File: src/rtl/stream_demux_1x2.sv
// stream_demux_1x2: routes one input stream to two independent lane FIFOs (x, y).
// in_sel picks the lane for each accepted word; each lane has its own DEPTH-entry
// FIFO with occupancy count. Outputs are registered state only, so there is no
// combinational path from the input side to either lane's outputs.
module stream_demux_1x2 #(
  parameter int DATA_W = 8,
  parameter int DEPTH  = 4
) (
  input  logic                       clk,
  input  logic                       rst,
  input  logic                       in_valid,
  input  logic                       in_sel,
  input  logic [DATA_W-1:0]          in_data,
  output logic                       in_ready,
  output logic                       x_valid,
  input  logic                       x_ready,
  output logic [DATA_W-1:0]          x_data,
  output logic [$clog2(DEPTH):0]     x_count,
  output logic                       y_valid,
  input  logic                       y_ready,
  output logic [DATA_W-1:0]          y_data,
  output logic [$clog2(DEPTH):0]     y_count
);

  localparam int AW = $clog2(DEPTH);
  localparam int CW = $clog2(DEPTH) + 1;

  // lane index 0 is x, lane index 1 is y
  logic [1:0]             lane_sel;
  logic [1:0]             lane_push;
  logic [1:0]             lane_pop;
  logic [1:0]             lane_full;
  logic [1:0]             lane_valid;
  logic [1:0]             lane_ready;
  logic [1:0][DATA_W-1:0] lane_data;
  logic [1:0][CW-1:0]     lane_count;

  assign lane_sel   = {in_sel, ~in_sel};
  assign lane_ready = {y_ready, x_ready};

  // Only the selected lane's fullness matters; a pop in the same cycle does not
  // free a slot for the incoming word (no full-FIFO pass-through).
  assign in_ready  = |(lane_sel & ~lane_full);
  assign lane_push = lane_sel & {2{in_valid & in_ready}};

  genvar g;
  generate
    for (g = 0; g < 2; g++) begin : g_lane
      logic [DATA_W-1:0] mem [DEPTH];
      logic [AW-1:0]     wr_ptr;
      logic [AW-1:0]     rd_ptr;
      logic [CW-1:0]     count;

      assign lane_valid[g] = (count != '0);
      assign lane_full[g]  = (count == CW'(DEPTH));
      assign lane_pop[g]   = lane_valid[g] & lane_ready[g];
      assign lane_count[g] = count;
      // head word is masked while empty so stale/unreset storage never leaks out
      assign lane_data[g]  = lane_valid[g] ? mem[rd_ptr] : '0;

      // Storage write; the array itself is not reset, visibility is via count.
      always_ff @(posedge clk) begin
        if (lane_push[g] && !rst) begin
          mem[wr_ptr] <= in_data;
        end
      end

      // Pointers wrap naturally at DEPTH (power of two); count nets push vs pop.
      always_ff @(posedge clk or posedge rst) begin
        if (rst) begin
          wr_ptr <= '0;
          rd_ptr <= '0;
          count  <= '0;
        end else begin
          if (lane_push[g]) wr_ptr <= wr_ptr + AW'(1);
          if (lane_pop[g])  rd_ptr <= rd_ptr + AW'(1);
          case ({lane_push[g], lane_pop[g]})
            2'b10:   count <= count + CW'(1);
            2'b01:   count <= count - CW'(1);
            default: count <= count;
          endcase
        end
      end
    end
  endgenerate

  assign x_valid = lane_valid[0];
  assign x_data  = lane_data[0];
  assign x_count = lane_count[0];
  assign y_valid = lane_valid[1];
  assign y_data  = lane_data[1];
  assign y_count = lane_count[1];

endmodule

File: config.mk
export PLATFORM = sky130hd
export DESIGN_NAME = stream_demux_1x2
export DESIGN_NICKNAME = d
export VERILOG_FILES = /design/src/rtl/stream_demux_1x2.sv
export SDC_FILE = /design/constraint.sdc
export NUM_CORES = 1
export LEC_CHECK = 0
export CAP_MARGIN = 0
export CORE_ASPECT_RATIO = 1.4
export CORE_UTILIZATION = 51
export CTS_CLUSTER_DIAMETER = 200
export DETAILED_ROUTE_END_ITERATION = 6
export DONT_BUFFER_PORTS = 1
export PLACE_DENSITY = 0.66
export SYNTH_ARGS = -nofsm -noshare
export SYNTH_HDL_FRONTEND = slang
export SYNTH_SLANG_ARGS = --single-unit
File: constraint.sdc
create_clock -name clk -period 1.71 [get_ports clk]
set_input_delay 0.342 -clock clk [delete_from_list [all_inputs] [get_ports clk]]
set_output_delay 0.342 -clock clk [all_outputs]
set_load 0.02 [all_outputs]
### Word level (Yosys, flattened, before mapping)

Memory sizes are Yosys's and may differ from the RTL's.
Index checks and enable logic that the tools add are counted.

* register bits: 14
* memory bits (writable): 64
* input port bits: 14
* output and inout port bits: 25
* word-level logic and storage cells: 45
* memories: 2

* add/sub/neg operators: 8
* eq/ne operators: 6
* muxes and demuxes: 8
* bitwise operators: 7
* reduce and logical (&&, ||, !) cells: 8

Memories
* g_lane[0].mem: words 4, width 8, read ports 1, clocked after Yosys merged registers in 0, write ports 1, line 49 `logic [DATA_W-1:0] mem [DEPTH];`
* g_lane[1].mem: words 4, width 8, read ports 1, clocked after Yosys merged registers in 0, write ports 1, line 49

Operators by type and width (number)
* two-way mux 8 bit: 2
* case mux 3 bit (2 select lines): 2
* adder 2 x 1 -> 2 bit (second input constant): 4
* adder 3 x 1 -> 3 bit (second input constant): 2
* == test 3 bit (second input constant): 2
* nonzero test 3 bit: 2
* subtractor 3 x 1 -> 3 bit (second input constant): 2
* AND 2 bit: 2
* == test 2 x 1 -> 1 bit (second input constant): 2
* == test 2 bit (second input constant): 2
* two-way mux 1 bit: 4
* nonzero test 2 bit: 2
* AND 1 bit: 3
* logical AND 1 bit: 2
* NOT 2 bit: 1
* OR reduction 2 bit: 1
* logical NOT 1 bit: 1
* NOT 1 bit: 1

### Logic depth before layout (Yosys ltp)

Gate-level depths: netlist (run 1).

* depth in word-level cells: 9
* depth in mapped cells: 9
* gate-level depth less buffers: 9

### Least setup slack after synthesis (run 1)

OpenSTA, ideal clock, no wires.

* path type: reg-to-reg
* start point: reg g_lane[1].count[0] (netlist: y_count[0])
* end point: reg g_lane[1].count[2] (netlist: y_count[2])
* library setup time: 0.132 ns
* data arrival time: 1.807 ns
* data required time: 1.578 ns
* path slack: -0.229 ns
* stages on the path, launching flop included: 9
* clock period less this slack: 1.939 ns
* cells stage by stage: dfrtp_1 or3_4 and2_4 ha_1 inv_1 fa_1 xor2_1 nor2_1 xor2_1

* elaborated cells on any way between the ends: 14
* those cells by class: add/sub: 2; eq/ne: 3; mux: 1; bitwise: 5; reduce/logical: 3

RTL lines
* start: declaration: line 52 `logic [CW-1:0] count;`
* start signal: assignment: line 78 `2'b10: count <= count + CW'(1);`
* start signal: assignment: line 79 `2'b01: count <= count - CW'(1);`
* start signal: assignment: line 80 `default: count <= count;`
* nonzero test 3 bit *: line 54 `assign lane_valid[g] = (count != '0);`
* AND 1 bit *: line 56 `assign lane_pop[g] = lane_valid[g] & lane_ready[g];`
* net lane_pop[1]: line 31 `logic [1:0] lane_pop;`
* == test 2 x 1 -> 1 bit / == test 2 bit (equally long branches): line 77 `case ({lane_push[g], lane_pop[g]})`
* case mux 3 bit (2 select lines) / nonzero test 2 bit (equally long branches)

Mark *: on every way through the listed nets, which the timed path passes. The rest lies on a longest branch.
A chain may end at the register's enable or synchronous reset.

### Worst setup path after layout (run 1)

* start point: reg g_lane[0].rd_ptr[0]
* end point: out x_data[5]

* longest elaborated chain between the ends: 2

Ends and longest elaborated chain
* start: declaration: line 51 `logic [AW-1:0] rd_ptr;`
* start signal: assignment: line 76 `if (lane_pop[g]) rd_ptr <= rd_ptr + AW'(1);`
* memory (4 x 8 bit)
* two-way mux 8 bit: line 59 `assign lane_data[g] = lane_valid[g] ? mem[rd_ptr] : '0;`
* end: declaration: line 17 `output logic [DATA_W-1:0] x_data,`

Every way passes these cells.

==> flow_summary_export.csv, run 1 <==
group,metric,value,unit
synthesis,post_synth_mux_area_share,12.4,%
floorplan,core_area,6250,sq um
placed_design,place_ws,-210,ps
critical_path,r2r_start,"y_count[1]",
hold_path,min_to,"g_lane[1].mem[1][5]",
synthesis,synth_fa_ha_area_share,4.95,%
synthesis,synth_xor_area_share,3.15,%
synthesis,ys_seq_elements,78,
detailed_routing,drc,0,
global_route,grt_pass1_vias,1987,
sta,fin_skew,4.32,ps
sta,worst_slew_pin_slew,574,ps
global_route,grt_pass1_wl,9.90,mm
detailed_routing,post_drt_wl_per_cell,19.6,microns
synthesis,yosysWarnings,0,
power_and_ir_drop,powerDensity,1710,nW/um^2
critical_path,path_class,"register to output pin",
sta,rsz0062_at_grt,"yes",
finish,layout_commonest_cell,"edfxtp_1",
critical_path,crit_buf_inv,1,
hold_path,hp-class,"primary input to register",
detailed_routing,firstDrtPassIters,4,
sta,maxSlewHeadroom,61.7,%
finish,regArea,2280,sq um
finish,fill_cells,423,
critical_path,path_max_fanout,6,
floorplan,ios,39,
floorplan,die_w,70.3,microns
placed_design,hpwl,4.25,mm
synthesis,synth_fp_nets,208,
critical_path,worstReg2RegEnd,"y_count[1]",
critical_path,cp-start-kind,"register",
synthesis,synth_area,3330,sq um
global_route,grt_antenna_before_repair,0,
synthesis,synthCells,182,
sta,fin_crit,1930,ps
clock_network,cts_root_buffer,"clkbuf_8",
global_route,grt_max_degree,15,
power_and_ir_drop,peakVddDrop,0.00141,V
floorplan,initial_utilization,53.3,%
sta,slew_viol_final,0,
clock_network,clockBufferDepth,2,
hold_path,worstHoldStart,"in_data[5]",
critical_path,cp.required,1370,ps
floorplan,die-area,6870,sq um
global_route,grt_usage,20.0,%
critical_path,critPathCaptureType,"output pin",
synthesis,synth_top_family_by_area,"multiplexers",
power_and_ir_drop,p_leak,0.00160,uW
synthesis,ys_seq_area_share,68.2,%
critical_path,crit_cells,3,
global_route,grt.met3_usage,6.74,%
sta,final-setup-viol-count,22,
global_route,met1_usage,21.2,%
detailed_routing,vias_per_cell,5.38,
finish,nets,261,
hold_path,min_path_cells,0,
outcome,violations,"negative setup slack",
synthesis,yosys.area_share.simple,8.22,%
finish,num_antenna_cells,0,
clock_network,cts.sinks,78,
finish,drive_gt1_share,50.8,%
clock_network,cts_tree,"done",
sta,clock.fmax,518,MHz
finish,layout_common_cells,"64 x edfxtp_1, 35 x buf_4, 21 x and2_4",
detailed_routing,finalWirelength,6.10,mm
critical_path,critical_path_arrival,1590,ps
global_route,grt_remaining_overflow,0,
critical_path,crit_chain,"buf_12 > mux4_2 > and2_4",
outcome,outcome,"complete, but fails checks",
run,cap_violations,0,
sta,tns,-3780,ps
detailed_routing,drt-initial-drc-count,65,
clock_network,numCtsBuffers,9,
critical_path,critical-path-slowest-cell,"mux4_2",
clock_network,path_clk_slew,80,ps
finish,areaGrowthSynthToFinish,24.5,%
clock_network,htreeDepth,3,
placed_design,place_congestion,0.831,
sta,hold_viol_final,0,
detailed_routing,vias,1678,
critical_path,worst_r2r_path_depth,6,
synthesis,avgSynthCellArea,18.3,sq um
critical_path,cpPeakStageDelay,500,ps
floorplan,fp.dieH,97.7,microns
global_route,grtUsageMet2,35.3,%
placed_design,io_buffers,0,
sta,timing.final.ws_setup,-220,ps
finish,multi_input_area,1060,sq um
sta,fin_crit_sh,113,%
global_route,busiest_layer,"met2",
synthesis,synth_compound_gate_area_share,0,%
detailed_routing,ant_nets,0,
clock_network,insertion_delay,340,ps
synthesis,yosys.cell_types.count,24,
critical_path,r2r_slack,-180,ps
floorplan,rows,34,
critical_path,critPathTopFamily,"multiplexers",
## power by group
group / internal, uW / leakage, uW / switching [uW]
clock: 811 / 0.000103 / 639
combinational: 1640 / 0.000763 / 1410
sequential: 2340 / 0.000735 / 253
total: 4790 / 0.00160 / 2300
## sequential cells by signal, indices dropped and copies added, names as in the netlist
| signal | cells |
|---|---|
| g_lane.mem | 64 |
| g_lane.rd_ptr | 4 |
| g_lane.wr_ptr | 4 |
| x_count | 3 |
| y_count | 3 |
## how the worst max path moves through the flow
stage / slack, ps / end / startpoint
final: -220 / x_data[5] / g_lane[0].rd_ptr[0]
after global routing: -280 / x_count[2] / x_count[1]
after CTS: -270 / x_data[5] / g_lane[0].rd_ptr[0]
after detailed placement: -210 / x_count[2] / x_count[1]
after global placement: -90 / x_count[2] / x_count[1]
after floorplan: -140 / x_count[2] / x_count[1]
## stage by stage
| stage | power [uW] | hold WS [ps] | area, sq um | std cells | utilization, % |
|---|---|---|---|---|---|
| after global placement | 5000 | 294 | 3710 | 283 | 59.4 |
| final | 7090 | 94.6 | 4150 | 312 | 66.4 |
| after detailed placement | 5140 | 323 | 3710 | 283 | 59.4 |
| after CTS | 7110 | 72.4 | 4130 | 314 | 66.1 |
| after global routing | 7490 | 66.0 | 4150 | 312 | 66.4 |
| after floorplan | 4480 | 231 | 3380 | 182 | - |
## per-layer routing
metal | up-vias | part of all wire (%)
li1 | 776 | -
met1 | 848 | 36
met2 | 41 | 56
met3 | 13 | 5.4
met4 | 0 | 2.7
met5 | - | 0
## synthesized netlist by cell type
cell type	instances	area, sq um
clkbuf_2	2	10.0
nor3b_2	3	37.5
mux2_1	1	11.3
xor2_1	6	52.6
edfxtp_1	64	1920
nand2_1	1	3.75
and3_1	4	25.0
and2_4	1	8.76
buf_6	4	45.0
nand3_1	1	5.00
fa_1	2	40.0
inv_1	13	48.8
mux4_2	16	360
xnor2_1	6	52.6
mux2i_1	3	30.0
nand3_2	1	10.0
nor2b_1	1	6.26
mux2_2	1	11.3
dfrtp_1	14	350
nor2_1	4	15.0
and2_1	21	131
ha_1	10	125
and3b_1	1	8.76
or3_4	2	22.5
## kinds of logic (layout without fill, tap and decap cells)
family                   after synthesis  in the layout
buffers and inverters                 19             77
multiplexers                          21             21
flip-flops                            78             78
XOR/XNOR                              12             12
adder cells (fa/ha/maj)               12             12
AND/OR/NAND/NOR                       40             40
## what timing repair did
| item | 4_1_cts | 5_1_grt |
|---|---|---|
| gates resized for setup | 41 | 10 |
| hold buffers | 1 | 0 |
| endpoints found under the hold margin | 14 | 0 |
| pin swaps | 30 | 9 |
| endpoints found under the setup margin | 23 | 39 |
| setup buffers | 15 | 1 |
| gates cloned | 1 | 0 |
## layout make-up
cell class | count | share of cell area (%)
clock inverters | 7 | 2.14
multi-input cells | 85 | 25.6
clock buffers | 9 | 2.98
well taps | 72 | 2.17
repair buffers | 48 | 11.1
flip-flops and latches | 78 | 54.9
inverters | 13 | 1.18
Power figures use the tool's default switching activity.
==> inputs of run 2 (changes only) <==
--- a/config.mk
+++ b/config.mk
@@ -12,6 +12,7 @@
 export DETAILED_ROUTE_END_ITERATION = 6
 export DONT_BUFFER_PORTS = 1
 export PLACE_DENSITY = 0.66
+export SKIP_CTS_REPAIR_TIMING = 1
 export SYNTH_ARGS = -nofsm -noshare
 export SYNTH_HDL_FRONTEND = slang
 export SYNTH_SLANG_ARGS = --single-unit
==> run 2 against run 1 <==
Net effect:
- the run still ends with negative setup slack left
- utilization decreased by 1.5 points
- routed wire length decreased by 5.1%
- hold slack got worse by 1.7 ps
- count of clock-buffer cells in the layout unchanged
- via count about the same
- combinational power decreased by 6.9%
- sequential cell count unchanged
- critical path depth unchanged
- first-iteration DRC count increased by 20%
- clock skew decreased by 0.65 ps
- critical endpoint unchanged
- largest power group unchanged
==> flow_summary_export.csv, run 2 (synthesized netlist as in run 1, its figures left out) <==
group,metric,value,unit
power_and_ir_drop,pwr-share-comb,41.2,%
finish,regMostFlops,"g_lane.mem",
detailed_routing,firstDrtPassIters,4,
finish,final_core_util,64.8,%
floorplan,ios,39,
clock_network,clockBufferDepth,2,
floorplan,die-area,6870,sq um
critical_path,r2r_start,"x_count[0]",
clock_network,cts_root_buffer,"clkbuf_8",
global_route,grt_pass1_wl,9.34,mm
detailed_routing,vias_per_cell,5.47,
finish,layout_common_cells,"64 x edfxtp_1, 34 x buf_4, 18 x and2_4",
clock_network,path_clk_slew,80,ps
global_route,grt_antenna_before_repair,0,
clock_network,htreeDepth,3,
clock_network,insertion_delay,340,ps
run,cap_violations,0,
clock_network,numCtsBuffers,9,
global_route,grt_remaining_overflow,0,
sta,fin_skew,3.67,ps
sta,rsz0062_at_grt,"yes",
power_and_ir_drop,netSwitchingPower,2230,uW
finish,drive_gt1_share,46.8,%
placed_design,hpwl,4.25,mm
power_and_ir_drop,p_leak,0.00155,uW
detailed_routing,drt-initial-drc-count,78,
floorplan,initial_utilization,53.3,%
critical_path,path_class,"register to output pin",
placed_design,placedCellCount,283,
global_route,grt_usage,18.8,%
clock_network,cts.sinks,78,
hold_path,min_path_cells,0,
sta,clock.fmax,518,MHz
global_route,grt_max_degree,15,
floorplan,core_area,6250,sq um
sta,slew_viol_final,0,
finish,layout_commonest_cell,"edfxtp_1",
floorplan,rows,34,
detailed_routing,finalWirelength,5.79,mm
sta,maxSlewHeadroom,62.2,%
floorplan,die_w,70.3,microns
sta,worst_slew_pin_slew,567,ps
finish,largest_reg_flops,64,
finish,fin_cells,307,
power_and_ir_drop,peakVddDrop,0.00131,V
critical_path,cp-start-kind,"register",
critical_path,r2r_slack,-220,ps
critical_path,path_max_fanout,6,
power_and_ir_drop,powerDensity,1700,nW/um^2
critical_path,critPathLaunch,"g_lane[0].rd_ptr[0]",
outcome,violations,"negative setup slack",
floorplan,fp.dieH,97.7,microns
finish,reg_top3,"g_lane.mem (64), g_lane.rd_ptr (4), g_lane.wr_ptr (4)",
power_and_ir_drop,p_int,4670,uW
power_and_ir_drop,p_clk_share,21.0,%
outcome,outcome,"complete, but fails checks",
critical_path,worstReg2RegEnd,"x_count[2]",
finish,areaGrowthSynthToFinish,21.7,%
placed_design,place_congestion,0.831,
finish,nets,256,
finish,num_antenna_cells,0,
sta,final-setup-viol-count,21,
critical_path,critical_path_arrival,1590,ps
detailed_routing,vias,1679,
placed_design,place_ws,-210,ps
sta,tns,-3680,ps
detailed_routing,drc,0,
detailed_routing,post_drt_wl_per_cell,18.9,microns
clock_network,cts_tree,"done",
power_and_ir_drop,p_sw_share,32.3,%
sta,timing.final.ws_setup,-222,ps
global_route,grt_pass1_vias,1884,
placed_design,io_buffers,0,
sta,fin_crit,1930,ps
critical_path,cp.required,1370,ps
critical_path,crit_path_end,"x_data[5]",
detailed_routing,ant_nets,0,
critical_path,critPathCaptureType,"output pin",
sta,fin_crit_sh,113,%
hold_path,hp-class,"primary input to register",
sta,hold_viol_final,0,
critical_path,worst_r2r_path_depth,9,
power_and_ir_drop,p_seq_share,37.8,%
## run 2: layer usage
layer	track usage [%]	share of wire (%)	vias up
li1	-	-	764
met1	20.1	36	862
met2	32.8	57	38
met3	6.85	5.5	15
met4	8.15	2.2	0
met5	0	0	-
## run 2: layout make-up
class	count	area [sq um]
tap	72	90.1
timing repair buffer	43	382
fill	433	2200
clock inverter	7	88.8
multi-input combinational	85	1040
sequential	78	2280
inverter	13	48.8
clock buffer	9	124
## run 2: metrics by stage
step,hold WS [ps],total power (uW),cell area [sq um]
after global placement,294,5000,3710
after floorplan,231,4480,3380
final,92.9,6900,4060
after CTS,-56.2,6600,3930
after global routing,63.5,7300,4060
after detailed placement,323,5140,3710
## run 2: power by group through the flow
stage          Clock, uW  Combinational, uW  Sequential [uW]
2_1_floorplan          0               1860             2630
3_3_place_gp           0               2390             2610
3_5_place_dp           0               2500             2650
4_1_cts             1490               2510             2610
5_1_grt             1570               3080             2650
6_report            1450               2840             2610
## run 2: worst min path at each step
| stage | startpoint | to |
|---|---|---|
| floorplan | rst | g_lane[0].rd_ptr[0] |
| global placement | rst | g_lane[0].wr_ptr[1] |
| finish | in_data[5] | g_lane[1].mem[1][5] |
| global route | in_data[3] | g_lane[0].mem[3][3] |
| detailed placement | rst | g_lane[0].wr_ptr[0] |
| CTS | rst | g_lane[1].rd_ptr[1] |
## run 2: worst max-delay path, stage by stage (launching register included)
cell     delay (ps)
dfrtp_1         420
buf_12          150
mux4_2          500
and2_4          180
==> inputs of run 3 (changes only) <==
--- a/config.mk
+++ b/config.mk
@@ -12,6 +12,7 @@
 export DETAILED_ROUTE_END_ITERATION = 6
 export DONT_BUFFER_PORTS = 1
 export PLACE_DENSITY = 0.66
+export RECOVER_POWER = 100
 export SKIP_CTS_REPAIR_TIMING = 1
 export SYNTH_ARGS = -nofsm -noshare
 export SYNTH_HDL_FRONTEND = slang
==> run 3 against run 2 <==
Net effect:
- the run still ends with negative setup slack left
- register-to-register slack hardly changed
- setup slack stayed put
- cell count stayed put
- clock power hardly changed
- critical endpoint unchanged
==> flow_summary_export.csv, run 3 (synthesized netlist as in run 1, its figures left out) <==
group,metric,value,unit
outcome,outcome,"complete, but fails checks",
outcome,violations,"negative setup slack",
finish,areaGrowthSynthToFinish,21.3,%
clock_network,htreeDepth,3,
critical_path,cpPeakStageDelay,500,ps
critical_path,path_class,"register to output pin",
sta,fin_crit_sh,113,%
floorplan,die_w,70.3,microns
clock_network,cts.sinks,78,
sta,maxSlewHeadroom,62.2,%
critical_path,path_max_fanout,6,
critical_path,cp-start-kind,"register",
global_route,grt_remaining_overflow,0,
power_and_ir_drop,p_leak,0.00155,uW
run,cap_violations,0,
finish,multi_input_area,1030,sq um
sta,rsz0062_at_grt,"yes",
finish,drive_gt1_share,46.4,%
critical_path,critPathTopFamily,"multiplexers",
sta,fin_skew,3.63,ps
finish,layout_commonest_cell,"edfxtp_1",
detailed_routing,post_drt_wl_per_cell,18.8,microns
critical_path,cp.required,1370,ps
hold_path,hp-class,"primary input to register",
floorplan,ios,39,
floorplan,fp.dieH,97.7,microns
detailed_routing,finalWirelength,5.78,mm
clock_network,numCtsBuffers,9,
finish,largest_reg_flops,64,
clock_network,cts_tree,"done",
placed_design,place_congestion,0.831,
critical_path,crit_chain,"buf_12 > mux4_2 > and2_4",
critical_path,r2r_start,"x_count[0]",
clock_network,clockBufferDepth,2,
critical_path,critPathLaunch,"g_lane[0].rd_ptr[0]",
clock_network,insertion_delay,340,ps
floorplan,core_area,6250,sq um
clock_network,path_clk_slew,80,ps
finish,fill_cells,435,
finish,num_antenna_cells,0,
global_route,grt_pass1_vias,1884,
floorplan,initial_utilization,53.3,%
critical_path,critPathCaptureType,"output pin",
sta,tns,-3750,ps
critical_path,crit_buf_inv,1,
power_and_ir_drop,powerDensity,1700,nW/um^2
global_route,grt_pass1_wl,9.34,mm
finish,regArea,2280,sq um
finish,layout_common_cells,"64 x edfxtp_1, 34 x buf_4, 18 x and2_4",
global_route,grt_antenna_before_repair,0,
clock_network,cts_root_buffer,"clkbuf_8",
detailed_routing,drt-initial-drc-count,78,
detailed_routing,ant_nets,0,
sta,clock.fmax,518,MHz
sta,final-setup-viol-count,21,
detailed_routing,vias_per_cell,5.48,
placed_design,hpwl,4.25,mm
placed_design,placedCellCount,283,
detailed_routing,vias,1681,
placed_design,io_buffers,0,
sta,hold_viol_final,0,
placed_design,placed_area,3710,sq um
floorplan,die-area,6870,sq um
hold_path,worstHoldStart,"in_data[5]",
power_and_ir_drop,peakVddDrop,0.00128,V
sta,timing.final.ws_setup,-222,ps
sta,fin_crit,1930,ps
critical_path,critical_path_arrival,1590,ps
finish,reg_top3,"g_lane.mem (64), g_lane.rd_ptr (4), g_lane.wr_ptr (4)",
floorplan,rows,34,
critical_path,critical-path-slowest-cell,"mux4_2",
detailed_routing,drc,0,
finish,fin_cells,307,
sta,worst_slew_pin_slew,566,ps
finish,nets,256,
sta,slew_viol_final,0,
finish,fin_area,4040,sq um
detailed_routing,firstDrtPassIters,4,
global_route,grt_max_degree,15,
global_route,grt_usage,18.8,%
finish,regMostFlops,"g_lane.mem",
run 3: cell types whose count changed in the layout (fill, tap and decap cells not counted):
cell	delta
nor3b_1	+1
nor3b_4	-1
run 3: final timing paths:
kind | to | slack (ps) | cells after the start
min in group asynchronous | g_lane[1].wr_ptr[1] | 500 | 2
min | g_lane[1].mem[1][5] | 90 | 0
max | x_data[5] | -220 | 3
max in group asynchronous | x_count[0] | 800 | 2
max reg2reg | x_count[2] | -220 | 9
min reg2reg | g_lane[0].wr_ptr[1] | 580 | 1
run 3: where the power goes:
| part | switching [uW] | internal [uW] |
|---|---|---|
| logic | 1320 | 1510 |
| registers | 252 | 2340 |
| clock network | 638 | 811 |
run 3: layer usage:
metal,up-vias,share of wire [%],GRT usage [%]
met5,-,0,0
met4,0,2.2,8.15
li1,764,-,-
met3,15,5.5,6.85
met1,864,36,20.1
met2,38,57,32.8
run 3: layout make-up:
cell class,count,area share (%)
clock buffer,9,3.06
clock inverter,7,2.20
inverter,13,1.21
multi-input combinational,85,25.5
sequential,78,56.4
tap,72,2.23
timing repair buffer,43,9.44
run 3: worst reg2reg max path, delay by kind of cell (launching register included):
family / cells / cell delay, ps
buffers and inverters: 2 / 130
adders and majority gates: 2 / 490
xor gates and xnor gates: 2 / 330
DFF: 1 / 440
and+or+nand+nor: 3 / 460
run 3: metrics by stage:
stage	util, %	total power [uW]	hold slack, ps	setup slack (ps)
6_report	64.7	6870	92.9	-222
4_1_cts	62.8	6600	-56.2	-316
5_1_grt	64.7	7270	63.5	-326
2_1_floorplan	-	4480	231	-140
3_3_place_gp	59.4	5000	294	-94.8
3_5_place_dp	59.4	5140	323	-210
